File: config.mk
export PLATFORM = sky130hd
export DESIGN_NAME = reduce_tree_pipe
export DESIGN_NICKNAME = d
export VERILOG_FILES = /design/src/rtl/reduce_tree_pipe_pkg.sv /design/src/rtl/reduce_tree_pipe_level.sv /design/src/rtl/reduce_tree_pipe.sv
export SDC_FILE = /design/constraint.sdc
export NUM_CORES = 1
export LEC_CHECK = 0
export CAP_MARGIN = 20
export CORE_MARGIN = 1.5
export CORE_UTILIZATION = 52
export DETAILED_ROUTE_END_ITERATION = 16
export PLACE_DENSITY = 0.78
export SYNTH_ARGS = -nofsm -noshare
export SYNTH_HDL_FRONTEND = slang
export SYNTH_HIERARCHICAL = 1
export SYNTH_SLANG_ARGS = --single-unit
File: constraint.sdc
create_clock -name clk -period 1.9 [get_ports clk]
set_clock_uncertainty 0.2 [all_clocks]
set_input_delay 0.38 -clock clk [delete_from_list [all_inputs] [get_ports clk]]
set_output_delay 0.38 -clock clk [all_outputs]
set_load 0.005 [all_outputs]
File: src/rtl/reduce_tree_pipe_pkg.sv
// Shared reduction-op encodings and elaboration helpers for the
// parametrised reduction datapath blocks.
package reduce_tree_pipe_pkg;

  typedef enum logic [1:0] {
    REDOP_OR  = 2'b00,
    REDOP_AND = 2'b01,
    REDOP_XOR = 2'b10,
    REDOP_NOR = 2'b11
  } redop_e;

  // Ceiling log2, usable in constant expressions.
  function automatic int unsigned clog2(input int unsigned value);
    int unsigned r;
    r = 0;
    for (int unsigned i = 0; i < 32; i++) begin
      if ((64'd1 << i) < 64'(value)) r = i + 1;
    end
    return r;
  endfunction

endpackage

File: src/rtl/reduce_tree_pipe_level.sv
// One combinational tree level: IN_W nodes pairwise reduced to IN_W/2
// using the base op (NOR shares the OR gates; inversion happens at the root).
module reduce_level
  import reduce_tree_pipe_pkg::*;
#(
  parameter int unsigned IN_W = 2
) (
  input  logic [1:0]        op,
  input  logic [IN_W-1:0]   in_data,
  output logic [IN_W/2-1:0] out_data
);

  for (genvar i = 0; i < IN_W / 2; i++) begin : g_pair
    logic a;
    logic b;
    logic r;

    assign a = in_data[2*i];
    assign b = in_data[2*i+1];

    always_comb begin
      case (op)
        REDOP_AND: r = a & b;
        REDOP_XOR: r = a ^ b;
        default:   r = a | b;
      endcase
    end

    assign out_data[i] = r;
  end

endmodule

File: src/rtl/reduce_tree_pipe.sv
// Pipelined WIDTH-input bitwise reduction tree (OR/AND/XOR/NOR) with a
// register slice every REG_EVERY levels and a valid/ready handshake.
module reduce_tree_pipe
  import reduce_tree_pipe_pkg::*;
#(
  parameter int unsigned WIDTH     = 32,
  parameter int unsigned REG_EVERY = 1
) (
  input  logic             clk,
  input  logic             rst_n,
  input  logic             in_valid,
  output logic             in_ready,
  input  logic [WIDTH-1:0] in_data,
  input  logic [1:0]       in_op,
  output logic             out_valid,
  input  logic             out_ready,
  output logic             out_bit,
  output logic [1:0]       out_op
);

  localparam int unsigned LEVELS = clog2(WIDTH);
  localparam int unsigned STAGES = (LEVELS + REG_EVERY - 1) / REG_EVERY;
  localparam logic [STAGES-1:0] ALL_ONES = '1;

  if ((WIDTH < 2) || (WIDTH > 256) || ((WIDTH & (WIDTH - 1)) != 0)) begin : g_bad_width
    $error("reduce_tree_pipe: WIDTH must be a power of two in 2..256");
  end
  if ((REG_EVERY < 1) || (REG_EVERY > LEVELS)) begin : g_bad_reg_every
    $error("reduce_tree_pipe: REG_EVERY must be in 1..log2(WIDTH)");
  end

  logic [STAGES-1:0]       v_q, v_d;
  logic [STAGES-1:0][1:0]  op_q, op_d;
  logic [STAGES-1:0]       adv;
  logic [STAGES:0]         v_chain;
  logic [STAGES:0][1:0]    op_chain;

  // Index s of the chains is what stage s loads from; the top entry is the output.
  assign v_chain  = {v_q, in_valid};
  assign op_chain = {op_q, in_op};

  // The ripple "!v[s] || adv[s+1]" is flattened: stage s advances when the
  // consumer takes the head or any stage from s to the output is empty.
  always_comb begin
    adv = '0;
    for (int unsigned s = 0; s < STAGES; s++) begin
      adv[s] = out_ready || !(&(v_q | ~(ALL_ONES << s)));
    end
  end

  always_comb begin
    v_d  = v_q;
    op_d = op_q;
    for (int unsigned s = 0; s < STAGES; s++) begin
      if (adv[s]) begin
        v_d[s]  = v_chain[s];
        op_d[s] = op_chain[s];
      end
    end
  end

  always_ff @(posedge clk or negedge rst_n) begin
    if (!rst_n) begin
      v_q  <= '0;
      op_q <= '0;
    end else begin
      v_q  <= v_d;
      op_q <= op_d;
    end
  end

  for (genvar k = 1; k <= LEVELS; k++) begin : g_lvl
    localparam int unsigned IN_W = WIDTH >> (k - 1);
    localparam int unsigned SIDX = (k - 1) / REG_EVERY;

    logic [IN_W-1:0]   lin;
    logic [IN_W/2-1:0] lout;
    logic [IN_W/2-1:0] lnext;
    logic [1:0]        lop;

    if (k == 1) begin : g_src_in
      assign lin = in_data;
    end else begin : g_src_lvl
      assign lin = g_lvl[k-1].lnext;
    end

    assign lop = op_chain[SIDX];

    reduce_level #(
      .IN_W(IN_W)
    ) u_level (
      .op      (lop),
      .in_data (lin),
      .out_data(lout)
    );

    if (((k % REG_EVERY) == 0) || (k == LEVELS)) begin : g_reg
      logic [IN_W/2-1:0] data_q, data_d;

      always_comb data_d = adv[SIDX] ? lout : data_q;

      always_ff @(posedge clk or negedge rst_n) begin
        if (!rst_n) data_q <= '0;
        else        data_q <= data_d;
      end

      assign lnext = data_q;
    end else begin : g_comb
      assign lnext = lout;
    end
  end

  assign in_ready  = adv[0];
  assign out_valid = v_chain[STAGES];
  assign out_op    = op_chain[STAGES];
  assign out_bit   = (op_chain[STAGES] == REDOP_NOR) ? ~g_lvl[LEVELS].lnext[0]
                                                     :  g_lvl[LEVELS].lnext[0];

endmodule

## After elaboration in Yosys (flattened, before gate mapping)

Index checks and enable logic that the tools add are counted.

- Word-level logic and storage cells: 166
- Register bits after elaboration: 46
- Output and inout port bits: 5
- Input port bits: 38

- Equal/unequal tests: 11
- Reduce and logical (&&, ||, !) cells: 14
- Muxes and demuxes: 32
- Bitwise operators: 94

Operator list:

| operator | number |
|---|---|
| case mux 1 bit (2 select lines) | 31 |
| AND 1 bit | 31 |
| OR 1 bit | 31 |
| XOR 1 bit | 31 |
| == test 2 bit (second input constant) | 6 |
| == test 2 x 1 -> 1 bit (second input constant) | 5 |
| logical NOT 1 bit | 5 |
| logical OR 1 bit | 5 |
| AND reduction 5 bit | 1 |
| AND reduction 4 bit | 1 |
| AND reduction 3 bit | 1 |
| AND reduction 2 bit | 1 |
| 2-to-1 mux 1 bit | 1 |
| inverter 1 bit | 1 |

## Depth between registers and ports, before layout

- Depth after elaboration: 3
- Gate-level depth with buffers: 8
- Mapped depth without buffers: 6

## Hierarchy

Netlist, hierarchy kept.

Modules (own cells, without submodules):

| module | sequential area each (um^2) | times used | area each (um^2) | cells an instance |
|---|---|---|---|---|
| reduce_tree_pipe | 1151.1 | 1 | 1814.2 | 117 |
| reduce_level (g_lvl[1].u_level) | 0.0 | 1 | 1036.0 | 123 |
| reduce_level (g_lvl[2].u_level) | 0.0 | 1 | 478.0 | 63 |
| reduce_level (g_lvl[3].u_level) | 0.0 | 1 | 252.7 | 33 |
| reduce_level (g_lvl[4].u_level) | 0.0 | 1 | 140.1 | 18 |
| reduce_level (g_lvl[5].u_level) | 0.0 | 1 | 85.1 | 10 |

## Worst setup path after synthesis

OpenSTA, ideal clock, no wires.

- Kind: input to register
- Start: in in_op[0]
- End: reg g_lvl[1].g_reg.data_q[10]
- Required time: 1575 ps
- Arrival time: 1567 ps
- Buffers on the path: 2
- Slack: 7 ps
- Library setup time: 125 ps
- Stages on the path: 7
- Path through: inv_1 -> ha_1 -> buf_4 -> a221oi_1 -> a21oi_1 -> buf_4 -> mux2_4

- Longest elaborated chain between the ends: 2
- Elaborated cells between the ends (all ways): 3
- Classes of those cells: eq/ne (2); mux (1)

RTL lines:

| item | RTL line | source |
|---|---|---|
| start: declaration | reduce_tree_pipe.sv:14 | `input logic [1:0] in_op,` |
| == test 2 bit or == test 2 x 1 -> 1 bit (tied branches) | reduce_tree_pipe_level.sv:22 | `case (op)` |
| case mux 1 bit (2 select lines) * | reduce_tree_pipe_level.sv:22 |  |
| net g_lvl[1].u_level.g_pair[10].r | reduce_tree_pipe_level.sv:16 | `logic r;` |
| end signal: assignment | reduce_tree_pipe.sv:104 | `else data_q <= data_d;` |
| end: declaration | reduce_tree_pipe.sv:98 | `logic [IN_W/2-1:0] data_q, data_d;` |

Mark *: on every way through the listed nets, which the timed path passes. The rest lies on a longest branch.
A chain may end at the register's enable or synchronous reset.

## Worst setup path in the final report

- Start: in in_data[22]
- End: reg g_lvl[1].g_reg.data_q[11]

- Longest elaborated chain between the ends: 2
- Elaborated cells between the ends (all ways): 4
- Classes of those cells: mux (1); bitwise (3)

RTL lines:

| item | RTL line | source |
|---|---|---|
| start: declaration | reduce_tree_pipe.sv:13 | `input logic [WIDTH-1:0] in_data,` |
| OR 1 bit, or another cell as far along | reduce_tree_pipe_level.sv:25 | `default: r = a \| b;` |
| case mux 1 bit (2 select lines) * | reduce_tree_pipe_level.sv:22 |  |
| net g_lvl[1].lout[11] | reduce_tree_pipe.sv:77 | `logic [IN_W/2-1:0] lout;` |

Marked as above.

==> impl_results.md <==
- Status: complete, no violations
- Die Y: between 80 and 90 um
- Tot GR Track Use: 17.6%
- Maximum clock frequency: 540 MHz
- Vias in the first global route: 2,623
- Leak: approximately 2.3 nW
- CP Cell Sequence: clkdlybuf4s50_1 -> inv_1 -> ha_4 -> a221oi_4 -> a21oi_1 -> mux2_4
- CP arrival: 1850 ps
- DRT Pass-1 Iters: 4
- Via density: 5.05
- #FFs+latches synth: 46
- Synth Area per Inst: 10.5 um^2
- Cell area after placement: 4260 um^2
- Overflow after GRT: 0
- Final hold violations: 0
- 1st-iter DRT viols: 36
- Slowest CP cell: clkdlybuf4s50_1
- Worst setup SP type: primary input
- Reg clk slew, reported paths: ~90 ps
- Mapped Nets: 474
- Largest net degree at the start of global routing: 30
- Post-Syn Instances: 364
- Tmin final: 1850 ps
- Port Buffers: 42
- FP Rows: 31
- Pwr dens: 792 nW/um^2
- Post-DP HPWL: 4900 um
- DR vias: 2,494
- Fillers: 571
- Layout area overhead: 16.9%
- DRC errors left: 0
- Min-delay worst type: flip-flop to flip-flop
- Die extent in x: 88.6 um
- Routed len/inst: 12.3 um
- Clk buf depth: 2
- Warnings from Yosys: 6
- Final hold slack: 285 ps
- Peak VDD IR: approximately 0.00030 V
- H-tree Lvls: 2
- Setup Buffers After CTS: 0
- Critical path class: primary input to flip-flop
- Max-cap viol count: 0
- Count of cell types in the netlist: 22
- Mapped Area: 3810 um^2
- GP Congestion: 0.730
- Endpoints failing setup: 0
- Crit path max fanout: 2
- Clk root buf: clkbuf_8
- Nets@finish: 504
- CTS Buf Count: 5
- CTS tree: done
- Ant diodes: 0
- Num ports: 43
- Area of the multi-input gates: roughly 2100 um^2
- CORE AREA: 7180 um^2
- RSZ-0062 raised after global routing: true
- Period utilization: 97.4%
- Total Die Area: 7840 um^2
- Slew margin rel.: between 70% and 80%
- Initial core utilization: 53.0%
- Req. time, crit path: between 1500 and 2000 ps
- Routed Antenna Nets: 0
- Worst path buffer plus inverter count: 2
- Num Clock Sinks: 46
- Worst slew pin tran: 434 ps
- Later-pin clock latency in the skew report: approximately 300 ps
- Final WL: 6090 um
- Share of cells above drive strength 1: 23.3%
- Sequential fraction of the synthesis area: 30.2%
- Critical path's top delay family: buffers and inverters
- Register Area: 1150 um^2
- Power consumption: 3.52 mW
- Final Instance Area: 4450 um^2
- Worst path max stage delay: 490 ps
- First-pass GRT wire length: about 11,000 um
- Element type at the critical path end: flip-flop
- Initial antenna violation count: 0
- Slew Viols, Final: 0
per-layer routing:
layer / vias to the layer above / track usage [%] / part of all wire, %
met4: 0 / 10.4 / 3.7
met5: - / 0 / 0
li1: 1252 / - / -
met3: 17 / 2.15 / 3.2
met2: 57 / 32.8 / 52
met1: 1168 / 19.2 / 41
cell usage after synthesis (all sizes together):
library cell,n,share of area [%]
nand4b,1,0.23
inv,73,7.2
nand2,20,2.0
and3,1,0.30
nand3b,1,0.20
clkbuf,2,0.23
nand2b,5,0.82
or2,1,0.16
buf,43,9.0
and4b,1,0.26
mux2,35,12
dfrtp,46,30
xnor2,1,0.23
ha,72,24
a221oi,31,9.3
a21oi,31,4.1
worst register-to-register path: stages (launching register included):
cell and delay [ps]:
dfrtp_1 390, buf_4 150, ha_2 240, a221oi_1 330, a21oi_1 70, mux2_2 270
per-stage QoR:
stage / std cells / util (%) / setup TNS [ps] / worst slack (ps)
final: 494 / 62.0 / 0 / 49.2
after global routing: 494 / 62.0 / -12.1 / -9.73
after CTS: 494 / 61.8 / -54.1 / -54.1
after detailed placement: 484 / 59.4 / -9840 / -512
after global placement: 484 / 59.4 / -9400 / -519
after floorplan: 364 / - / 0 / 7.45
layout by cell type (no fill, tap or decap), types with 2 or more instances in the layout:
master / count
clkbuf_8: 5
nand2_1: 20
inv_1: 72
a221oi_1: 17
dfrtp_1: 46
clkdlybuf4s50_1: 35
mux2_2: 17
nand2b_1: 5
ha_4: 3
a21oi_1: 31
mux2_4: 18
ha_2: 2
ha_1: 67
a221oi_2: 13
buf_12: 7
clkinv_2: 2
dlygate4sd2_1: 4
buf_4: 16
where the power goes:
part	switching (mW)	internal, mW	total [mW]
Clock	0.333	0.259	0.592
Sequential	0.207	1.24	1.45
Combinational	0.654	0.830	1.48
cell families after synthesis:
family          synth area share (%)
compound gates                  13.3
xor+xnor                       0.230
fa+ha+maj                       23.7
buf+inv                         16.4
flops                           30.2
mux                             12.1
simple gates                    3.94
final timing paths:
check	startpoint	to	slack, ps	cells past startpoint
max in group asynchronous	rst_n	v_q[1]	670	3
worst max-delay path	in_data[22]	g_lvl[1].g_reg.data_q[11]	50	6
worst min register to register	v_q[0]	v_q[1]	290	1
worst max register to register	g_lvl[2].lop[0]	g_lvl[2].g_reg.data_q[0]	130	5
worst min-delay path	v_q[0]	v_q[1]	290	1
min in group asynchronous	rst_n	v_q[0]	340	2
cell type report:
cell class / count / area share (%)
clock buffer: 5 / 1.55
multi-input combinational: 200 / 47.0
sequential: 46 / 25.9
timing repair buffer: 68 / 16.2
clock inverter: 3 / 0.422
inverter: 73 / 6.16
tap: 99 / 2.78
state kept, by name, summed over array words and instances (netlist names):
register and cells:
g_lvl.lop 8, v_q 5, g_lvl.g_reg.data_q 31, out_op 2
what timing repair did:
item	CTS	global route
setup endpoints to repair	19	11
gates cloned	1	0
endpoints found under the hold margin	17	0
hold buffers	1	0
pin swaps	2	3
resized for setup	12	6
(Power assumes the default switching activity.)
